File: src/rtl/element_delay_accumulator_pkg.sv
// Shared types and helpers for the element delay accumulator.
// It holds the fixed-point width defaults, the term type, the control state encoding
// and a saturating add at the default width.
package delay_pkg;

  localparam int DEF_DW_INTEGER  = 18;
  localparam int DEF_DW_FRACTION = 6;
  localparam int DEF_W           = DEF_DW_INTEGER + DEF_DW_FRACTION + 1;

  // Signed fixed-point delay/term: sign + integer + fraction bits
  typedef logic signed [DEF_W-1:0] fixed_term_t;

  // Control sequence for one scan line
  typedef enum logic [2:0] {
    ST_IDLE  = 3'd0,
    ST_ISSUE = 3'd1,
    ST_WAIT  = 3'd2,
    ST_ACK   = 3'd3,
    ST_EMIT  = 3'd4,
    ST_DONE  = 3'd5
  } acc_state_e;

  // Add two terms. The sum is computed one bit wider, so overflow shows up as a
  // disagreement between the top two bits. On overflow the result is clamped to the
  // signed limit that matches the true sign.
  function automatic fixed_term_t sat_add(input fixed_term_t a, input fixed_term_t b,
                                          output logic ovf);
    logic signed [DEF_W:0] wide;
    wide = {a[DEF_W-1], a} + {b[DEF_W-1], b};
    ovf  = wide[DEF_W] ^ wide[DEF_W-1];
    if (!ovf) return wide[DEF_W-1:0];
    if (wide[DEF_W]) return {1'b1, {(DEF_W-1){1'b0}}};
    return {1'b0, {(DEF_W-1){1'b1}}};
  endfunction

endpackage

File: src/rtl/element_delay_accumulator_sat_adder.sv
// Combinational W-bit signed saturating adder with an overflow flag.
module sat_adder
  import delay_pkg::*;
#(
  parameter int W = DEF_W
) (
  input  logic signed [W-1:0] a,
  input  logic signed [W-1:0] b,
  output logic signed [W-1:0] sum,
  output logic                ovf
);

  localparam logic signed [W-1:0] MAX_V = {1'b0, {(W-1){1'b1}}};
  localparam logic signed [W-1:0] MIN_V = {1'b1, {(W-1){1'b0}}};

  // Returns {overflow, clamped sum}. The guard bit catches any wrap of the W-bit result.
  function automatic logic [W:0] sat_add_w(input logic signed [W-1:0] x,
                                           input logic signed [W-1:0] y);
    logic signed [W:0] wide;
    logic              o;
    wide = {x[W-1], x} + {y[W-1], y};
    o    = wide[W] ^ wide[W-1];
    if (!o) return {1'b0, wide[W-1:0]};
    return wide[W] ? {1'b1, MIN_V} : {1'b1, MAX_V};
  endfunction

  // Saturating sum and overflow indication
  always_comb begin
    {ovf, sum} = sat_add_w(a, b);
  end

endmodule

File: src/rtl/element_delay_accumulator.sv
// Element delay accumulator. It seeds two fixed-point delays from r_0, then, for each
// array step, fetches one increment-term pair from the term calculator
// (initiate/ready/ack) and streams the accumulated delay pair downstream.
module element_delay_accumulator
  import delay_pkg::*;
#(
  parameter int DW_INTEGER  = DEF_DW_INTEGER,
  parameter int DW_FRACTION = DEF_DW_FRACTION,
  parameter int DW_INPUT    = 8,
  parameter int NUM_STEPS   = 32,
  parameter int IDX_W       = 5
) (
  input  logic                                        clk,
  input  logic                                        rst,
  input  logic                                        start,
  input  logic [DW_INPUT-1:0]                         r_0,
  output logic                                        initiate,
  output logic                                        ack,
  input  logic                                        term_ready,
  input  logic signed [DW_INTEGER+DW_FRACTION:0]      term_pos_n,
  input  logic signed [DW_INTEGER+DW_FRACTION:0]      term_neg_n,
  output logic                                        out_valid,
  input  logic                                        out_ready,
  output logic [IDX_W-1:0]                            out_index,
  output logic signed [DW_INTEGER+DW_FRACTION:0]      out_delay_pos,
  output logic signed [DW_INTEGER+DW_FRACTION:0]      out_delay_neg,
  output logic                                        busy,
  output logic                                        done,
  output logic                                        ovf
);

  localparam int W = DW_INTEGER + DW_FRACTION + 1;

  acc_state_e          state_q;
  acc_state_e          state_d;
  logic signed [W-1:0] acc_pos;
  logic signed [W-1:0] acc_neg;
  logic signed [W-1:0] sum_pos;
  logic signed [W-1:0] sum_neg;
  logic signed [W-1:0] seed;
  logic                ovf_pos;
  logic                ovf_neg;
  logic                ovf_q;
  logic [IDX_W-1:0]    index_q;
  logic                start_ok;
  logic                emit_fire;
  logic                last_step;

  // r_0 is an integer distance. Zero-extend it and place it above the fraction bits.
  assign seed      = W'({r_0, {DW_FRACTION{1'b0}}});
  assign start_ok  = (state_q == ST_IDLE) && start;
  assign emit_fire = (state_q == ST_EMIT) && out_ready;
  assign last_step = (index_q == IDX_W'(NUM_STEPS - 1));

  sat_adder #(.W(W)) u_sat_pos (
    .a   (acc_pos),
    .b   (term_pos_n),
    .sum (sum_pos),
    .ovf (ovf_pos)
  );

  sat_adder #(.W(W)) u_sat_neg (
    .a   (acc_neg),
    .b   (term_neg_n),
    .sum (sum_neg),
    .ovf (ovf_neg)
  );

  // State register; a reset abandons any scan line in progress
  always_ff @(posedge clk) begin
    if (rst) state_q <= ST_IDLE;
    else     state_q <= state_d;
  end

  // Next state and handshake strobes. Initiate waits for term_ready to read low, so a
  // ready level left over from the previous step is never taken as a fresh answer.
  always_comb begin
    state_d   = state_q;
    initiate  = 1'b0;
    ack       = 1'b0;
    out_valid = 1'b0;
    done      = 1'b0;
    case (state_q)
      ST_IDLE: begin
        if (start) state_d = ST_ISSUE;
      end
      ST_ISSUE: begin
        if (!term_ready) begin
          initiate = 1'b1;
          state_d  = ST_WAIT;
        end
      end
      ST_WAIT: begin
        if (term_ready) state_d = ST_ACK;
      end
      ST_ACK: begin
        ack     = 1'b1;
        state_d = ST_EMIT;
      end
      ST_EMIT: begin
        out_valid = 1'b1;
        if (out_ready) state_d = last_step ? ST_DONE : ST_ISSUE;
      end
      ST_DONE: begin
        done    = 1'b1;
        state_d = ST_IDLE;
      end
      default: state_d = ST_IDLE;
    endcase
  end

  // Accumulators, step index and sticky overflow. The terms are taken in the ACK cycle,
  // and the result is held through EMIT until the downstream accepts it.
  always_ff @(posedge clk) begin
    if (rst) begin
      acc_pos <= '0;
      acc_neg <= '0;
      index_q <= '0;
      ovf_q   <= 1'b0;
    end else if (start_ok) begin
      acc_pos <= seed;
      acc_neg <= seed;
      index_q <= '0;
      ovf_q   <= 1'b0;
    end else if (state_q == ST_ACK) begin
      acc_pos <= sum_pos;
      acc_neg <= sum_neg;
      if (ovf_pos || ovf_neg) ovf_q <= 1'b1;
    end else if (emit_fire && !last_step) begin
      index_q <= index_q + 1'b1;
    end
  end

  assign out_index     = index_q;
  assign out_delay_pos = acc_pos;
  assign out_delay_neg = acc_neg;
  assign busy          = (state_q != ST_IDLE);
  assign ovf           = ovf_q;

endmodule

File: config.mk
export PLATFORM = sky130hd
export DESIGN_NAME = element_delay_accumulator
export DESIGN_NICKNAME = d
export VERILOG_FILES = /design/src/rtl/element_delay_accumulator_pkg.sv /design/src/rtl/element_delay_accumulator_sat_adder.sv /design/src/rtl/element_delay_accumulator.sv
export SDC_FILE = /design/constraint.sdc
export NUM_CORES = 1
export LEC_CHECK = 0
export CELL_PAD_IN_SITES_DETAIL_PLACEMENT = 1
export CELL_PAD_IN_SITES_GLOBAL_PLACEMENT = 1
export CORE_MARGIN = 2
export CORE_UTILIZATION = 30
export CTS_BUF_LIST = sky130_fd_sc_hd__clkbuf_4
export DETAILED_ROUTE_END_ITERATION = 16
export PLACE_DENSITY_LB_ADDON = 0.2
export SYNTH_ARGS = -nofsm -noshare
export SYNTH_HDL_FRONTEND = slang
export SYNTH_SLANG_ARGS = --single-unit
File: constraint.sdc
create_clock -name clk -period 3.5 [get_ports clk]
set_input_delay 0.35 -clock clk [delete_from_list [all_inputs] [get_ports clk]]
set_output_delay 0.35 -clock clk [all_outputs]
set_load 0.03 [all_outputs]
# == Word level (Yosys, flattened, before mapping) ==
# Cells that the tools add are included.
# word_totals
ff_bits,59
inputBits,63
output_inout_bits,61
# classes
addsub,3
n_eq_ne,10
muxes,19
bitwise_logic,3
n_reduce_logical,12
# op_table
cell,n
two-way mux 14 bit,4
adder 25 x 25 -> 26 bit,2
two-way mux 26 bit,2
two-way mux 25 bit,2
two-way mux 3 bit,5
one-hot mux 3 bit (5 select lines),1
"inequality test 2 bit, second input constant",4
"== test 3 x 2 -> 1 bit, second input constant",2
"== test 3 bit, second input constant",2
"adder 5 x 1 -> 5 bit, second input constant",1
"== test 5 bit, second input constant",1
two-way mux 1 bit,5
AND reduction 2 bit,2
AND reduction 4 bit,1
"== test 3 x 1 -> 1 bit, second input constant",1
logical AND 1 bit,3
logical NOT 3 bit,1
nonzero test 3 bit,1
nonzero test 2 bit,1
OR reduction 2 bit,1
XOR 1 bit,2
logical NOT 1 bit,1
logical OR 1 bit,1
inverter 1 bit,1

# == Depth between registers and ports, before layout ==
# logic_depth
ltp_word,5
depth_mapped,18
ltp_nobuf,16

# == Hierarchy ==
# From an unflattened synthesis, not the netlist that was laid out.
# hier_totals
cells_unflattened,832
area_unflattened_um2,6039.5
# modules_own_cells
module,n_inst,cells_per_inst,area_per_inst_um2,seq_area_each_um2
element_delay_accumulator,1,293,2413.6,1181.1
sat_adder (u_sat_neg),1,281,1819.2,0.0
sat_adder (u_sat_pos),1,258,1806.7,0.0

# == Least setup slack after synthesis ==
# OpenSTA, ideal clock, no wires.
# synth_timing
path_kind,reg-to-reg
from,register acc_neg[0] (netlist: out_delay_neg[0])
to,register acc_neg[4] (netlist: out_delay_neg[4])
setup_time_ns,0.117
t_arrival_ns,3.697
required_time_ns,3.383
path_slack_ns,-0.314
stages_incl_launch_ff,17
path_buffers,2
path_cell_list,dfxtp_1 > ha_1 > fa_1 > a211oi_1 > o211ai_1 > nand2_1 > o21ai_1 > a21oi_1 > a31oi_1 > o41ai_2 > xor2_1 > ha_1 > clkbuf_1 > o31a_4 > and2_4 > buf_6 > a22o_1
# synth_via
elab_chain_cells,3
# synth_lines
item,line,source
"start, declared",element_delay_accumulator.sv:37,logic signed [W-1:0] acc_neg;
"start signal, assigned",element_delay_accumulator.sv:127,acc_neg <= sum_neg;
adder 25 x 25 -> 26 bit *,element_delay_accumulator_sat_adder.sv:21,"wide = {x[W-1], x} + {y[W-1], y};"
two-way mux 25 bit or XOR 1 bit (tied branches),"element_delay_accumulator_sat_adder.sv:24, element_delay_accumulator_sat_adder.sv:22",
two-way mux 26 bit *,element_delay_accumulator_sat_adder.sv:24,"return wide[W] ? {1'b1, MIN_V} : {1'b1, MAX_V};"
# Mark *: on every way between the ends. The rest lies on a longest branch, timed or not.
# A chain may end at the register's enable or synchronous reset.

# == Worst setup path after layout ==
# layout_timing
from,input term_neg_n[0]
to,register acc_neg[14] (netlist: out_delay_neg[14])
# layout_via
elab_chain_cells,3
# layout_lines
item,line,source
"start, declared",element_delay_accumulator.sv:21,"input logic signed [DW_INTEGER+DW_FRACTION:0] term_neg_n,"
adder 25 x 25 -> 26 bit *,element_delay_accumulator_sat_adder.sv:21,
two-way mux 25 bit or XOR 1 bit (tied branches),"element_delay_accumulator_sat_adder.sv:24, element_delay_accumulator_sat_adder.sv:22",
two-way mux 26 bit *,element_delay_accumulator_sat_adder.sv:24,
# Marks and branches as above.

==> impl_metrics.xml <==
<?xml version="1.0" encoding="UTF-8"?>
<metrics>
  <group name="placement">
    <metric name="place.detailed.hpwl" unit="um">16500</metric>
    <metric name="place.gp.congestion" unit="">0.881</metric>
    <metric name="placement.cell_area" unit="mm2">0.00750</metric>
    <metric name="io_buffer_count" unit="">123</metric>
    <metric name="placed_cells" unit="">1110</metric>
  </group>
  <group name="synth">
    <metric name="multiplexer_share_of_the_synthesized_area" unit="">0.0137</metric>
    <metric name="ys_ff_latch" unit="">59</metric>
    <metric name="syn_area_per_cell" unit="um2">7.67</metric>
    <metric name="async_set_or_reset_flop_fraction_in_the_synthesized_netlist" unit="">0</metric>
    <metric name="number_of_warnings_printed_during_yosys_synthesis" unit="">0</metric>
    <metric name="synth_simple_gate_area_frac" unit="">0.204</metric>
    <metric name="mappedNetlistNets" unit="">800</metric>
    <metric name="yosysSeqAreaShare" unit="">0.226</metric>
    <metric name="synthFlopType" unit="">sky130_fd_sc_hd__dfxtp_1</metric>
    <metric name="synth.cell_area" unit="mm2">0.00522</metric>
    <metric name="postSynthCellCount" unit="">680</metric>
    <metric name="synth_top_family_by_area" unit="">compound AO/OA/AOI/OAI gates</metric>
    <metric name="synth_compound_area_frac" unit="">0.323</metric>
    <metric name="synth_cell_types" unit="">70</metric>
    <metric name="synth_xor_xnor_area_share" unit="">0.0604</metric>
    <metric name="synth_enable_flop_cells" unit="">0</metric>
    <metric name="synth_fa_ha_area_frac" unit="">0.140</metric>
  </group>
  <group name="timing">
    <metric name="hold_slack" unit="ns">0.517</metric>
    <metric name="final_period_minus_worst_setup_slack" unit="ns">3.56</metric>
    <metric name="slew_headroom" unit="">0.275</metric>
    <metric name="timing.final.crit_share" unit="">1.02</metric>
    <metric name="max_freq" unit="GHz">0.281</metric>
    <metric name="hold_viol_final" unit="">0</metric>
    <metric name="final_setup_viols" unit="">16</metric>
    <metric name="skew" unit="ns">0.0284</metric>
    <metric name="fin_tns_setup" unit="ns">-0.498</metric>
    <metric name="worst-slew-pin-transition" unit="ns">1.08</metric>
    <metric name="final_max_slew_viols" unit="">0</metric>
    <metric name="fin_ws" unit="ns">-0.0590</metric>
    <metric name="setup_repair_after_global_routing_missed_its_margin" unit="">true</metric>
  </group>
  <group name="floorplanning">
    <metric name="placeableCoreArea" unit="mm2">0.0172</metric>
    <metric name="die_height" unit="um">136</metric>
    <metric name="std_cell_rows" unit="">48</metric>
    <metric name="dieWidth" unit="um">136</metric>
    <metric name="initial_standard_cell_utilization_of_the_core" unit="">0.304</metric>
    <metric name="area_of_the_die" unit="mm2">0.0185</metric>
    <metric name="io_pins" unit="">124</metric>
  </group>
  <group name="critical_path">
    <metric name="timing.critical_path.fanout_max" unit="">7</metric>
    <metric name="max_stage_delay" unit="ns">0.45</metric>
    <metric name="end_kind" unit="">flip-flop</metric>
    <metric name="required" unit="ns">3.84</metric>
    <metric name="cp_cell_sequence" unit="">clkdlybuf4s50_1, ha_4, fa_2, a211oi_2, o211ai_1, nand2_1, o21ai_2, a21oi_2, a31oi_2, o41ai_2, xor2_1, ha_4, nor2_4, a21oi_4, o31a_4, and2_4, a22o_1</metric>
    <metric name="critical_path.startpoint_type" unit="">primary input</metric>
    <metric name="crit_arrival" unit="ns">3.90</metric>
    <metric name="cp_common_cell" unit="">sky130_fd_sc_hd__ha_4</metric>
    <metric name="worstSetupPathType" unit="">in -&gt; reg</metric>
    <metric name="crit_path_top_delay_cell" unit="">sky130_fd_sc_hd__clkdlybuf4s50_1</metric>
  </group>
  <group name="power_and_ir_drop">
    <metric name="power_density_over_the_cells" unit="mW/mm2">381</metric>
    <metric name="leakage" unit="nW">3.52</metric>
    <metric name="worst_ir_drop_vdd" unit="mV">0.212</metric>
  </group>
  <group name="routing">
    <metric name="ant_nets" unit="">0</metric>
    <metric name="drt_pass1_iterations" unit="">6</metric>
    <metric name="number_of_violations_reported_at_the_end_of_detailed_routing_iteration_0" unit="">374</metric>
    <metric name="post_drt_wl_per_cell" unit="um">19.1</metric>
    <metric name="dr_total_vias" unit="">6283</metric>
    <metric name="drc" unit="">0</metric>
    <metric name="route.detailed.vias_per_inst" unit="">5.46</metric>
    <metric name="totalWireLength" unit="um">22000</metric>
  </group>
  <group name="global_route">
    <metric name="groute.usage.overall" unit="">0.233</metric>
    <metric name="globalRoute.totalOverflow" unit="">0</metric>
    <metric name="grt_pass1_vias" unit="">6522</metric>
    <metric name="grt_antenna_before_repair" unit="">1</metric>
    <metric name="grt_start_max_net_pins" unit="">31</metric>
    <metric name="grt_first_pass_wirelength" unit="um">33900</metric>
  </group>
  <group name="clock_tree">
    <metric name="htree_num_levels" unit="">3</metric>
    <metric name="cts-root-to-sink-buffers" unit="">2</metric>
    <metric name="cts_tree" unit="">done</metric>
    <metric name="cts_made_buffers" unit="">9</metric>
    <metric name="clock-root-buffer" unit="">sky130_fd_sc_hd__clkbuf_4</metric>
    <metric name="clock_insertion_delay_worst_skew" unit="ns">0.47</metric>
    <metric name="cts.sinks" unit="">59</metric>
    <metric name="clk_pin_slew" unit="ns">0.14</metric>
  </group>
  <group name="finish">
    <metric name="final-instance-count-excl-fill" unit="">1150</metric>
    <metric name="final_net_count" unit="">1039</metric>
    <metric name="post_route_cells_drive_above_1_share" unit="">0.236</metric>
    <metric name="finalInstanceArea" unit="mm2">0.00809</metric>
    <metric name="filler_cell_count" unit="">2070</metric>
    <metric name="synthToLayoutAreaGrowth" unit="%">55.0</metric>
  </group>
  <group name="outcome">
    <metric name="run_status" unit="">finished with violations</metric>
    <metric name="violations" unit="">negative setup slack</metric>
  </group>
  <group name="min_path">
    <metric name="worst_hold_path_type" unit="">reg -&gt; reg</metric>
  </group>
  <group name="job">
    <metric name="reported_max_cap_violation_count" unit="">0</metric>
  </group>
</metrics>
area by class of cell:
cell class | instances | area, um2 | share of cell area
Antenna cell | 1 | 2.50 | 0.000309
Clock buffer | 11 | 82.6 | 0.0102
Clock inverter | 5 | 52.6 | 0.00650
Inverter | 12 | 45.0 | 0.00557
Multi-Input combinational cell | 581 | 4180 | 0.517
Sequential cell | 59 | 1190 | 0.147
Tap cell | 225 | 282 | 0.0348
Timing Repair Buffer | 256 | 2250 | 0.279
flip-flops by register name (all words and copies together) (netlist names):
signal / cells
out_delay_neg: 25
state_q: 3
ovf: 1
out_delay_pos: 25
out_index: 5
where the power goes:
part | leakage, nW | internal (mW) | total [mW] | switching (mW)
Clock | 0.0748 | 0.231 | 0.538 | 0.308
Combinational | 2.96 | 0.794 | 1.73 | 0.934
Sequential | 0.480 | 0.732 | 0.812 | 0.0797
logic make-up (layout without fill, tap and decap cells):
family	Yosys count	in the layout
AOI/OAI and AO/OA	255	256
and+or+nand+nor	223	225
DFF	59	59
adders and majority gates	57	57
buffers and inverters	43	284
xor gates and xnor gates	36	36
muxes	7	7
other	0	1
layout by cell type (no fill, tap or decap), types with 12 or more instances in the layout:
master	count
sky130_fd_sc_hd__a21o_1	30
sky130_fd_sc_hd__xnor2_1	25
sky130_fd_sc_hd__nand3_1	15
sky130_fd_sc_hd__o21ai_0	45
sky130_fd_sc_hd__buf_4	129
sky130_fd_sc_hd__nor2_1	63
sky130_fd_sc_hd__a21oi_1	60
sky130_fd_sc_hd__ha_1	51
sky130_fd_sc_hd__clkdlybuf4s50_1	123
sky130_fd_sc_hd__nand2_1	58
sky130_fd_sc_hd__a21oi_2	14
sky130_fd_sc_hd__nor3_1	22
sky130_fd_sc_hd__dfxtp_1	56
sky130_fd_sc_hd__and3_1	12
final timing paths:
path	start	endpoint	slack [ns]	cells past startpoint
hold reg to reg	out_delay_pos[2]	out_delay_pos[2]	0.52	2
setup reg to reg	out_delay_neg[0]	out_delay_neg[14]	-0.04	16
hold / removal	out_delay_pos[2]	out_delay_pos[2]	0.52	2
setup / recovery	term_neg_n[0]	out_delay_neg[14]	-0.06	17
synthesized netlist by cell type, types with 7 or more instances:
library cell | number | area [um2]
sky130_fd_sc_hd__a21oi_1 | 75 | 375
sky130_fd_sc_hd__inv_1 | 12 | 45.0
sky130_fd_sc_hd__a21o_1 | 30 | 225
sky130_fd_sc_hd__o21bai_1 | 7 | 52.6
sky130_fd_sc_hd__nor2_1 | 65 | 244
sky130_fd_sc_hd__and3_1 | 14 | 87.6
sky130_fd_sc_hd__nor2b_1 | 7 | 43.8
sky130_fd_sc_hd__a222oi_1 | 7 | 70.1
sky130_fd_sc_hd__nor3_1 | 24 | 120
sky130_fd_sc_hd__dfxtp_1 | 59 | 1180
sky130_fd_sc_hd__o21ai_0 | 53 | 265
sky130_fd_sc_hd__nand2_1 | 59 | 221
sky130_fd_sc_hd__a22o_1 | 9 | 78.8
sky130_fd_sc_hd__a31oi_1 | 10 | 62.6
sky130_fd_sc_hd__clkbuf_1 | 30 | 113
sky130_fd_sc_hd__ha_1 | 55 | 688
sky130_fd_sc_hd__nand3_1 | 16 | 80.1
sky130_fd_sc_hd__o21a_1 | 10 | 75.1
sky130_fd_sc_hd__xnor2_1 | 25 | 219
sky130_fd_sc_hd__xor2_1 | 11 | 96.3
layer usage:
metal  part of all wire  track usage  vias up
met4              0.017       0.0735        0
met2               0.45        0.377      154
met5                  0            0        -
met3              0.048       0.0410       29
li1                   -            -     3033
met1               0.48        0.316     3067
per-stage QoR:
stage	utilization	worst slack [ns]	power, mW
detailed placement	0.436	-0.790	2.39
global placement	0.436	-0.658	2.33
finish	0.471	-0.0590	3.08
global route	0.471	-0.217	3.27
CTS	0.456	0.00374	2.99
floorplan	-	-0.130	1.70
timing repair:
action                                 4_1_cts  5_1_grt
gates resized for setup                     22       45
gates cloned                                 3        0
hold buffers                                 0        0
pin swaps                                   17       17
setup endpoints to repair                   45       44
endpoints found under the hold margin        0        0
setup buffers                               10       10
critical path, delay by kind of cell:
family / cells / cell delay, ns
and+or+nand+nor: 3 / 0.47
adders and majority gates: 3 / 0.85
AOI/OAI and AO/OA: 9 / 1.48
buffers and inverters: 1 / 0.45
xor gates and xnor gates: 1 / 0.28
No activity file was read; power rests on OpenSTA's default activity.
